--- src/rtl/serial_subtractor_pkg.sv ---
// Shared definitions for the bit-serial subtractor: controller state encoding.
package serial_subtractor_pkg;

  typedef enum logic [1:0] {
    IDLE = 2'd0,
    RUN  = 2'd1,
    DONE = 2'd2
  } state_t;

endpackage

--- src/rtl/serial_subtractor_cell.sv ---
// One-bit full subtractor (diff = a ^ b ^ borrow_in) built purely from NOR gates,
// mirroring the structure of the NOR full-adder cell.
module subtractor_cell
  import serial_subtractor_pkg::*;
(
  input  logic a,
  input  logic b,
  input  logic borrow_in,
  output logic diff,
  output logic borrow_out
);

  logic n1, aNotB, bNotA, abXnor, abXor;
  logic m1, m2, m3;
  logic borrowInN, propBorrow, borrowOr;

  // First XNOR stage; bNotA doubles as the generate term (~a & b).
  nor g1 (n1, a, b);
  nor g2 (bNotA, a, n1);
  nor g3 (aNotB, b, n1);
  nor g4 (abXnor, bNotA, aNotB);
  nor g5 (abXor, abXnor, abXnor);

  // XNOR of (a xnor b) with borrow_in equals a ^ b ^ borrow_in.
  nor g6 (m1, abXnor, borrow_in);
  nor g7 (m2, abXnor, m1);
  nor g8 (m3, borrow_in, m1);
  nor g9 (diff, m2, m3);

  // Borrow propagates when the operand bits match: (a xnor b) & borrow_in.
  nor g10 (borrowInN, borrow_in, borrow_in);
  nor g11 (propBorrow, abXor, borrowInN);
  nor g12 (borrowOr, bNotA, propBorrow);
  nor g13 (borrow_out, borrowOr, borrowOr);

endmodule

--- src/rtl/serial_subtractor.sv ---
// Bit-serial LSB-first subtractor computing a - b over WIDTH cycles with a
// start/busy/done handshake and registered result, borrow and zero flags.
module serial_subtractor
  import serial_subtractor_pkg::*;
#(
  parameter int WIDTH = 8
) (
  input  logic             clk,
  input  logic             rst,
  input  logic             start,
  input  logic [WIDTH-1:0] a,
  input  logic [WIDTH-1:0] b,
  output logic             busy,
  output logic             done,
  output logic [WIDTH-1:0] result,
  output logic             borrow_out,
  output logic             zero
);

  localparam int CNT_W = (WIDTH > 2) ? $clog2(WIDTH) : 1;
  localparam logic [CNT_W-1:0] LAST_BIT = CNT_W'(WIDTH - 1);

  state_t           state_q;
  logic [WIDTH-1:0] aShift_q;
  logic [WIDTH-1:0] bShift_q;
  logic [WIDTH-1:0] resShift_q;
  logic             borrow_q;
  logic [CNT_W-1:0] count_q;
  logic             busy_q;
  logic             done_q;
  logic [WIDTH-1:0] result_q;
  logic             borrowOut_q;
  logic             zero_q;

  logic             diffBit;
  logic             borrow_d;
  logic [WIDTH-1:0] resShift_d;
  logic             lastBit;

  subtractor_cell uCell (
    .a          (aShift_q[0]),
    .b          (bShift_q[0]),
    .borrow_in  (borrow_q),
    .diff       (diffBit),
    .borrow_out (borrow_d)
  );

  always_comb begin
    resShift_d = {diffBit, resShift_q[WIDTH-1:1]};
    lastBit    = (count_q == LAST_BIT);
  end

  always_ff @(posedge clk) begin
    if (rst) begin
      state_q     <= IDLE;
      aShift_q    <= '0;
      bShift_q    <= '0;
      resShift_q  <= '0;
      borrow_q    <= 1'b0;
      count_q     <= '0;
      busy_q      <= 1'b0;
      done_q      <= 1'b0;
      result_q    <= '0;
      borrowOut_q <= 1'b0;
      zero_q      <= 1'b0;
    end else begin
      case (state_q)
        IDLE: begin
          done_q <= 1'b0;
          if (start) begin
            aShift_q <= a;
            bShift_q <= b;
            borrow_q <= 1'b0;
            count_q  <= '0;
            busy_q   <= 1'b1;
            state_q  <= RUN;
          end
        end

        RUN: begin
          aShift_q   <= aShift_q >> 1;
          bShift_q   <= bShift_q >> 1;
          resShift_q <= resShift_d;
          borrow_q   <= borrow_d;
          count_q    <= count_q + CNT_W'(1);
          if (lastBit) begin
            busy_q      <= 1'b0;
            done_q      <= 1'b1;
            result_q    <= resShift_d;
            borrowOut_q <= borrow_d;
            zero_q      <= (resShift_d == '0);
            state_q     <= DONE;
          end
        end

        // The edge leaving DONE may accept a new operation, giving a WIDTH+1 period.
        DONE: begin
          done_q <= 1'b0;
          if (start) begin
            aShift_q <= a;
            bShift_q <= b;
            borrow_q <= 1'b0;
            count_q  <= '0;
            busy_q   <= 1'b1;
            state_q  <= RUN;
          end else begin
            state_q <= IDLE;
          end
        end

        default: begin
          busy_q  <= 1'b0;
          done_q  <= 1'b0;
          state_q <= IDLE;
        end
      endcase
    end
  end

  assign busy       = busy_q;
  assign done       = done_q;
  assign result     = result_q;
  assign borrow_out = borrowOut_q;
  assign zero       = zero_q;

endmodule

--- config.mk ---
export PLATFORM = sky130hd
export DESIGN_NAME = serial_subtractor
export DESIGN_NICKNAME = d
export VERILOG_FILES = /design/src/rtl/serial_subtractor_pkg.sv /design/src/rtl/serial_subtractor_cell.sv /design/src/rtl/serial_subtractor.sv
export SDC_FILE = /design/constraint.sdc
export NUM_CORES = 1
export LEC_CHECK = 0
export CAP_MARGIN = 5
export CORE_UTILIZATION = 34
export CTS_CLUSTER_DIAMETER = 60
export DETAILED_ROUTE_END_ITERATION = 12
export PLACE_DENSITY_LB_ADDON = 0.2
export SLEW_MARGIN = 20
export SYNTH_ARGS = -nofsm -noshare
export SYNTH_HDL_FRONTEND = slang
export SYNTH_SLANG_ARGS = --single-unit
export TNS_END_PERCENT = 30
--- constraint.sdc ---
create_clock -name clk -period 3.5 [get_ports clk]
set_clock_uncertainty 0.2 [all_clocks]
set_input_delay 0.35 -clock clk [delete_from_list [all_inputs] [get_ports clk]]
set_output_delay 0.35 -clock clk [all_outputs]
set_load 0.02 [all_outputs]
# Yosys cells after proc, flatten, opt, wreduce, memory -nomap -nowiden
# Index checks and enable logic that the tools add are counted.
# word_totals
ff_bits,42
ramBits,0
memories,0
mem_bits_ro,0
output_inout_bits,12
latchBits,0
wordCells,63
# op_classes
shifts,0
n_eq_ne,6
mul,0
reduce_logical,9
n_addsub,1
bitwise,21
order_cmp,0
n_div,0
mux,15
# ops
operator,count
one-hot mux 8 bit (2 select lines),2
two-way mux 8 bit,2
NOT 1 bit,11
bitwise OR 1 bit,10
logical NOT 8 bit,1
AND reduction 2 bit,4
one-hot mux 2 bit (3 select lines),1
one-hot mux 3 bit (2 select lines),1
two-way mux 1 bit,4
two-way mux 2 bit,2
"inequality test 2 bit, second input constant",2
one-hot mux 1 bit (2 select lines),2
OR reduction 2 bit,2
"adder 3 x 1 -> 3 bit, second input constant",1
"== test 3 bit, second input constant",1
two-way mux 3 bit,1
"== test 2 x 1 -> 1 bit, second input constant",1
"== test 2 bit, second input constant",1
logical NOT 2 bit,1
"inequality test 2 x 1 -> 1 bit, second input constant",1
nonzero test 2 bit,1

# Logic depth before layout (Yosys ltp)
# Gate-level depths: netlist of run 1.
# depth
ltp_word,13
mapped_depth,6
depth_no_buf,5

# Cells and area by module
# Synthesis of run 1 repeated with hierarchy kept, for this count alone.
# hier_totals
cells_unflattened,183
area_unflattened_um2,1798.0
# by_module_without_submodules
module,seq_area_each_um2,area_per_inst_um2,n_inst,cells_each
serial_subtractor,820.8,1766.7,1,179
subtractor_cell,0.0,31.3,1,4

# Least setup slack after synthesis of run 1
# Ideal clock, no wire load.
# synth_path
path_type,reg-to-reg
startpoint,reg aShift_q[0]
endpoint,reg zero_q (netlist: zero)
setup_slack_ns,1.901
stages_incl_launch_ff,6
period_less_slack_ns,1.599
arrival_ns,1.326
required_ns,3.227
setup_time_ns,0.073
cell_sequence,dfxtp_1 inv_1 fa_1 nor4b_1 nand3_1 a21oi_1
# synth_between
elab_chain_len,13
word_cells_on_any_way,17
cone_classes,16 x bitwise; 1 x reduce/logical
# synth_lines
element,line_no,source
"start, declared",serial_subtractor.sv:24,logic [WIDTH-1:0] aShift_q;
"start signal, assigned",serial_subtractor.sv:81,aShift_q <= aShift_q >> 1;
bitwise OR 1 bit,serial_subtractor_cell.sv:18,"nor g1 (n1, a, b);"
NOT 1 bit,serial_subtractor_cell.sv:18,
"bitwise OR 1 bit, on equally long branches","serial_subtractor_cell.sv:19, serial_subtractor_cell.sv:20",
"NOT 1 bit, on equally long branches","serial_subtractor_cell.sv:19, serial_subtractor_cell.sv:20",
bitwise OR 1 bit (*),serial_subtractor_cell.sv:21,"nor g4 (abXnor, bNotA, aNotB);"
NOT 1 bit (*),serial_subtractor_cell.sv:21,
bitwise OR 1 bit,serial_subtractor_cell.sv:25,"nor g6 (m1, abXnor, borrow_in);"
NOT 1 bit,serial_subtractor_cell.sv:25,
"bitwise OR 1 bit, on equally long branches","serial_subtractor_cell.sv:26, serial_subtractor_cell.sv:27",
"NOT 1 bit, on equally long branches","serial_subtractor_cell.sv:26, serial_subtractor_cell.sv:27",
bitwise OR 1 bit (*),serial_subtractor_cell.sv:28,"nor g9 (diff, m2, m3);"
NOT 1 bit (*),serial_subtractor_cell.sv:28,
logical NOT 8 bit (*),serial_subtractor.sv:91,zero_q <= (resShift_d == '0);
"end signal, assigned",serial_subtractor.sv:91,
"end, declared",serial_subtractor.sv:33,logic zero_q;
# Every way passes the cells marked *; elsewhere a longest branch is shown, timed or not.
# A chain may end at the register's enable or synchronous reset.

# Worst setup path after layout of run 1
# layout_path
startpoint,reg state_q[0]
endpoint,reg bShift_q[1]
# layout_between
elab_chain_len,4
word_cells_on_any_way,8
cone_classes,3 x eq/ne; 1 x mux; 4 x reduce/logical
# layout_lines
element,line_no,source
"start, declared",serial_subtractor.sv:23,state_t state_q;
"start signal, assigned",serial_subtractor.sv:55,state_q <= IDLE;
"start signal, assigned",serial_subtractor.sv:76,state_q <= RUN;
"start signal, assigned",serial_subtractor.sv:92,state_q <= DONE;
== test 2 bit or logical NOT 2 bit (tied branches),serial_subtractor.sv:67,case (state_q)
OR reduction 2 bit (no source line),n/a,
inequality test 2 x 1 -> 1 bit (no source line) or nonzero test 2 bit (tied branches),n/a,
AND reduction 2 bit (no source line),n/a,
"end signal, assigned",serial_subtractor.sv:82,bShift_q <= bShift_q >> 1;
"end, declared",serial_subtractor.sv:25,logic [WIDTH-1:0] bShift_q;
# Several ways; a longest one is shown, not always the timed one.

==> metrics.txt, run 1 <==
Final min period=2.04 ns; First-pass DRT Iterations=4; dominant synthesized flop cell=dfxtp_1; leakage dissipation=0.793 nW; critical path endpoint category=flip-flop; power density relative to cell area=488 mW/mm²; clock power share=41.0%; vias in the first global route=1263; post-place setup slack=1.45 ns; CTS tree=done; post-CTS repair timing setup buffer count=0; Max Clk Rate=0.491 GHz; cell area after placement=0.00216 mm²; FF-to-FF path depth=4; Overall Power=1.12 mW; proportion of total power due to net switching=24.0%; number of CTS-inserted buffers=5; worst-case setup margin in the final layout=1.46 ns; cell type with the largest total area after synthesis=dfxtp_1; count of antenna diodes in the layout=0; Worst setup SP type=flip-flop; count of placed standard cells including taps=276; post-synthesis to final-layout area growth=23.0%; number of cells on the worst hold path=2; weighted congestion at the end of routability-driven global placement=0.698; cell internal pwr=0.854 mW; die width=76.1 µm; final standard cell count with taps included and fillers excluded=284; top fanout value on the critical path=26; floorplan die area=0.00580 mm²; RSZ-0062 raised after global routing=no; total routing resource utilization after global routing=13.2%; signal arrival time at the worst endpoint=2.05 ns; post-detailed-route DRC marker count=0; area of the core region=0.00520 mm²; pins over their slew limit=0; H-tree Lvls=2; WHS Endpoint=result[3]; total of flip-flops plus latches after synthesis=41; area of the mapped netlist=0.00187 mm²; Synth Warn #=0; Post-synth ARST share=0%; number of unique standard cell types used by synthesis=30; sum of net half-perimeters after detailed placement=2.23 mm; hold path startpoint=result[3]; I/O pin total=31; count of cells resized by post-cts repair=0; number of buffers added on ports=30; worst IR drop on VDD=0.177 mV; end of the worst register-to-register path=bShift_q[1]; pin count of the biggest net entering global routing=42; total negative slack=0 ns; average size of a mapped cell=9.89 µm²; max capacitance violation total=0; final hold violation count=0; min-delay worst type=flip-flop to flip-flop; synth top area cells=dfxtp_1 (44%), mux2i_1 (8.6%), a211oi_2 (8.0%); fraction of layout cells with a size suffix above 1=18.2%; starting density of the core=35.9%; actual transition at the worst max-transition pin=0.726 ns; final layout net count=235; clock insertion delay at the later pin of the skew report=0.29 ns; R2R Path Start=state_q[0]; via density per instance=4.77; number of nets produced by synthesis=211; worst path required time=3.51 ns; Total Wirelength=3.54 mm; proportion of power drawn by flip-flops and latches=45.3%; class of the most critical setup path=flip-flop to flip-flop; total overflow reported by the global router=0; count of hold-fix buffers inserted at cts=0; remaining antenna violation count=0; number of cells produced by synthesis=189; die height=76.1 µm; fraction of the yosys area taken by sequential cells=43.9%; net switching power figure=0.269 mW; CTS clk-pin slew, worst paths=0.08 ns; final hold slack=0.257 ns; leading cell type in the layout, fill and taps excluded=dfxtp_1; post-route fraction of the period consumed by the critical path=58.2%; cell area after layout=0.00230 mm²; post-layout util=44.2%; share of total power in combinational logic=13.7%; Placement Rows=26; drt wl/cell=12.5 µm; number of vias in the routed layout=1354; slew margin rel.=51.5%; EDFF count, synth=0; share of the synthesized area in the top cell type=43.9%; clock tree sinks=41; status=finished clean; number of antenna violations at the first check in global routing=0; wire length of the first global-routing pass=6.07 mm; most frequent cells in the layout=dfxtp_1 (41), nand2_1 (32), clkdlybuf4s50_1 (30); initial drt markers=106; maximum buffer depth of the clock tree=2; root buffer selected by CTS=clkbuf_8; final setup violating endpoints=0; minimum setup slack among reg-to-reg paths=1.46 ns
==> power by group through the flow <==
stage | Clock (mW) | Sequential [mW] | Combinational [mW]
after floorplan | 0 | 0.517 | 0.128
after global placement | 0 | 0.520 | 0.157
after detailed placement | 0 | 0.519 | 0.156
after CTS | 0.469 | 0.509 | 0.157
after global routing | 0.493 | 0.513 | 0.170
final | 0.460 | 0.509 | 0.154
==> cell usage after synthesis, types with 2 or more instances <==
master,n
or2b_4,2
a211oi_1,4
clkbuf_1,3
nor3_1,4
buf_1,2
ha_1,2
buf_2,2
dfxtp_1,41
buf_4,3
nor3_2,11
nand3_1,7
nor2_1,9
a21oi_1,19
mux2i_1,16
o21a_1,3
a211oi_2,12
buf_6,4
inv_1,2
nand2_1,32
==> cells by family (layout without fill, tap and decap cells) <==
group / count (synthesis) / after routing / synth area share, %
AOI/OAI and AO/OA: 39 / 39 / 16.5
muxes: 16 / 16 / 8.57
buffers and inverters: 17 / 42 / 6.36
DFF: 41 / 41 / 43.9
and+or+nand+nor: 73 / 73 / 22.3
adders and majority gates: 3 / 3 / 2.41
==> worst max-delay path, cell delays in order, from the launching register on <==
cell      delay, ns
dfxtp_1        0.39
buf_4          0.33
nor2b_4        0.69
nor3_1         0.11
a211oi_1       0.23
==> registers in the layout, summed over array words and instances, names as in the netlist <==
name	count
borrow_q	1
count_q	3
result	8
aShift_q	8
bShift_q	8
state_q	2
busy	1
zero	1
borrow_out	1
done	1
resShift_q	7
==> per-layer routing <==
metal	routed length, µm	up-vias	GRT usage [%]
met1	1810	620	17.9
met2	1550	24	20.0
li1	-	706	-
met5	0	-	0
met4	43	0	6.35
met3	134	4	2.63
==> worst max path at each step <==
stage | end | from | depth (start not counted) | slack (ns)
after floorplan | zero | aShift_q[0] | 5 | 1.90
after global placement | bShift_q[2] | state_q[0] | 4 | 1.52
after detailed placement | bShift_q[2] | state_q[0] | 4 | 1.45
after CTS | aShift_q[6] | state_q[0] | 4 | 1.44
after global routing | bShift_q[1] | state_q[0] | 4 | 1.26
final | bShift_q[1] | state_q[0] | 4 | 1.46
==> final cells by class <==
cell class | instances | area [µm²]
Sequential cell | 41 | 821
Fill cell | 539 | 2910
Clock inverter | 3 | 68.8
Multi-Input combinational cell | 131 | 930
Timing Repair Buffer | 32 | 315
Inverter | 2 | 7.51
Clock buffer | 5 | 68.8
Tap cell | 70 | 87.6
Power figures use the tool's default switching activity.
==> run 2, diff against run 1 <==
Clock period 3.5 ns to 2 ns, I/O delays scaled along.
==> run 2 against run 1 <==
Power rose by 62%. Setup slack got worse by 1.2 ns. Non-clock buffer count rose by 4. Via count rose by 1.0%. First-iteration DRC count fell by 16%. Clock-buffer cell count did not move. Wire length rose by 0.62%. Die area did not move. Largest power group unchanged.
==> metrics.txt, run 2 (synthesis results as in run 1) <==
cell internal pwr=1.37 mW (+60%); H-tree Lvls=2 (unchanged); post-CTS repair timing setup buffer count=0 (unchanged); remaining antenna violation count=0 (unchanged); final hold violation count=0 (unchanged); count of cells resized by post-cts repair=0 (unchanged); initial drt markers=89 (-16%); net switching power figure=0.447 mW (+66%); worst IR drop on VDD=0.309 mV (+75%); number of antenna violations at the first check in global routing=0 (unchanged); area of the core region=0.00520 mm² (unchanged); end of the worst register-to-register path=zero; number of buffers added on ports=30 (unchanged); power density relative to cell area=783 mW/mm² (+60%); I/O pin total=31 (unchanged); minimum setup slack among reg-to-reg paths=0.31 ns (-1.15 ns); pins over their slew limit=0 (unchanged); global-route met2 utilization=18.9% (-1.1 points); post-synthesis to final-layout area growth=24.1%; CTS tree=done; cell area after layout=0.00232 mm² (+0.93%); pin count of the biggest net entering global routing=42 (unchanged); total overflow reported by the global router=0 (unchanged); leakage dissipation=0.807 nW (+1.7%); root buffer selected by CTS=clkbuf_8; vias in the first global route=1292 (+2.3%); starting density of the core=35.9% (unchanged); drt wl/cell=12.4 µm (-0.43%); FF-to-FF path depth=5 (+1); share of total power in combinational logic=15.8% (+2.1 points); sum of net half-perimeters after detailed placement=2.37 mm (+6.2%); Cell Chain, Critical Path=inv_1 > fa_1 > nor4b_1 > nand3_1 > a21oi_1; clock tree sinks=41 (unchanged); post-detailed-route DRC marker count=0 (unchanged); capturing element of the worst setup path=zero; clock power share=34.9% (-6.1 points); total routing resource utilization after global routing=13.2% (about the same); cell area after placement=0.00222 mm² (+2.5%); Worst setup SP type=flip-flop; actual transition at the worst max-transition pin=0.456 ns (-0.270 ns); CTS clk-pin slew, worst paths=0.07 ns (about the same); leading cell type in the layout, fill and taps excluded=dfxtp_1; min-delay worst type=flip-flop to flip-flop; clock insertion delay at the later pin of the skew report=0.29 ns (about the same); status=finished clean; fraction of layout cells with a size suffix above 1=19.4% (+1.1 points); post-layout util=44.6% (+0.41 points); die height=76.1 µm (unchanged); max capacitance violation total=0 (unchanged); met1 demand-to-capacity share in global routing=18.4% (+0.44 points); number of vias in the routed layout=1368 (+1.0%); R2R Path Start=aShift_q[0]; RSZ-0062 raised after global routing=no; weighted congestion at the end of routability-driven global placement=0.678 (-2.8%); met3 global-route usage=2.63% (unchanged); floorplan die area=0.00580 mm² (unchanged); proportion of total power due to net switching=24.6% (+0.63 points); final setup violating endpoints=0 (unchanged); Max Clk Rate=0.592 GHz (+21%); Placement Rows=26 (unchanged); top fanout value on the critical path=2 (-92%); die width=76.1 µm (unchanged); highest-delay cell along the critical path=fa_1; Worst path max stage delay=0.50 ns (-0.19 ns); count of antenna diodes in the layout=0 (unchanged); class of the most critical setup path=flip-flop to flip-flop; most frequent cells in the layout=dfxtp_1 (41), nand2_1 (32), clkdlybuf4s50_1 (30); wire length of the first global-routing pass=6.09 mm (+0.21%); proportion of power drawn by flip-flops and latches=49.3% (+4.0 points); Top Usage Layer GRT=met2; slew margin rel.=69.5% (+18 points); final layout net count=239 (+1.7%); number of CTS-inserted buffers=5 (unchanged); worst path required time=2.02 ns (-1.49 ns); maximum buffer depth of the clock tree=2 (unchanged); via density per instance=4.77 (about the same); post-route fraction of the period consumed by the critical path=84.5% (+26 points); count of hold-fix buffers inserted at cts=0 (unchanged); start point of the critical path=aShift_q[0]; signal arrival time at the worst endpoint=1.71 ns (-0.34 ns); Final min period=1.69 ns (-0.348 ns); critical path endpoint category=flip-flop; First-pass DRT Iterations=4 (unchanged); Total Wirelength=3.56 mm (+0.62%); total negative slack=0 ns (unchanged)
==> run 2: cell count changes in the layout (fill, tap and decap cells not counted) <==
cell and delta:
clkinv_2 +1, inv_6 -1, bufinv_16 -1, buf_12 +2
buf_4 +2
==> run 2: routing by layer <==
metal / up-vias / wire [µm]
met3: 8 / 121
met2: 26 / 1520
met4: 0 / 82
met1: 620 / 1840
met5: - / 0
li1: 714 / -
==> run 2: layout make-up <==
type	instances	area [µm²]
Clock buffer	5	68.8
Clock inverter	2	35.0
Fill cell	534	2890
Inverter	2	7.51
Multi-Input combinational cell	131	930
Sequential cell	41	821
Tap cell	70	87.6
Timing Repair Buffer	36	370
==> run 2: worst max-delay path: cells and delay by family (launching register included) <==
family / cells / cell delay, ns
adder cells (fa/ha/maj): 1 / 0.50
AO/OA/AOI/OAI: 1 / 0.14
flip-flops: 1 / 0.35
buffers and inverters: 1 / 0.06
AND/OR/NAND/NOR: 2 / 0.38
==> run 2: metrics by stage <==
stage                     setup WS [ns]  total power [mW]  instances  hold slack [ns]
after floorplan                   0.401              1.13        189            0.237
after global placement            0.240              1.20        280            0.244
after detailed placement          0.206              1.20        280            0.248
after CTS                         0.301              1.84        287            0.259
after global routing              0.133              1.90        287            0.283
final                             0.311              1.82        287            0.254
==> run 2: worst min path at each step <==
stage	from	endpoint	slack [ns]	depth (start not counted)
2_1_floorplan	a[6]	aShift_q[6]	0.24	2
3_3_place_gp	result[0]	result[0]	0.24	2
3_5_place_dp	result[6]	result[6]	0.25	2
4_1_cts	result[6]	result[6]	0.26	2
5_1_grt	result[4]	result[4]	0.28	2
6_report	result[0]	result[0]	0.25	2
==> run 2: power by group through the flow <==
stage	Clock [mW]	Sequential (mW)	Combinational, mW
final	0.635	0.896	0.286
after global routing	0.688	0.902	0.313
after CTS	0.655	0.896	0.291
after detailed placement	0	0.915	0.289
after global placement	0	0.916	0.287
after floorplan	0	0.904	0.224
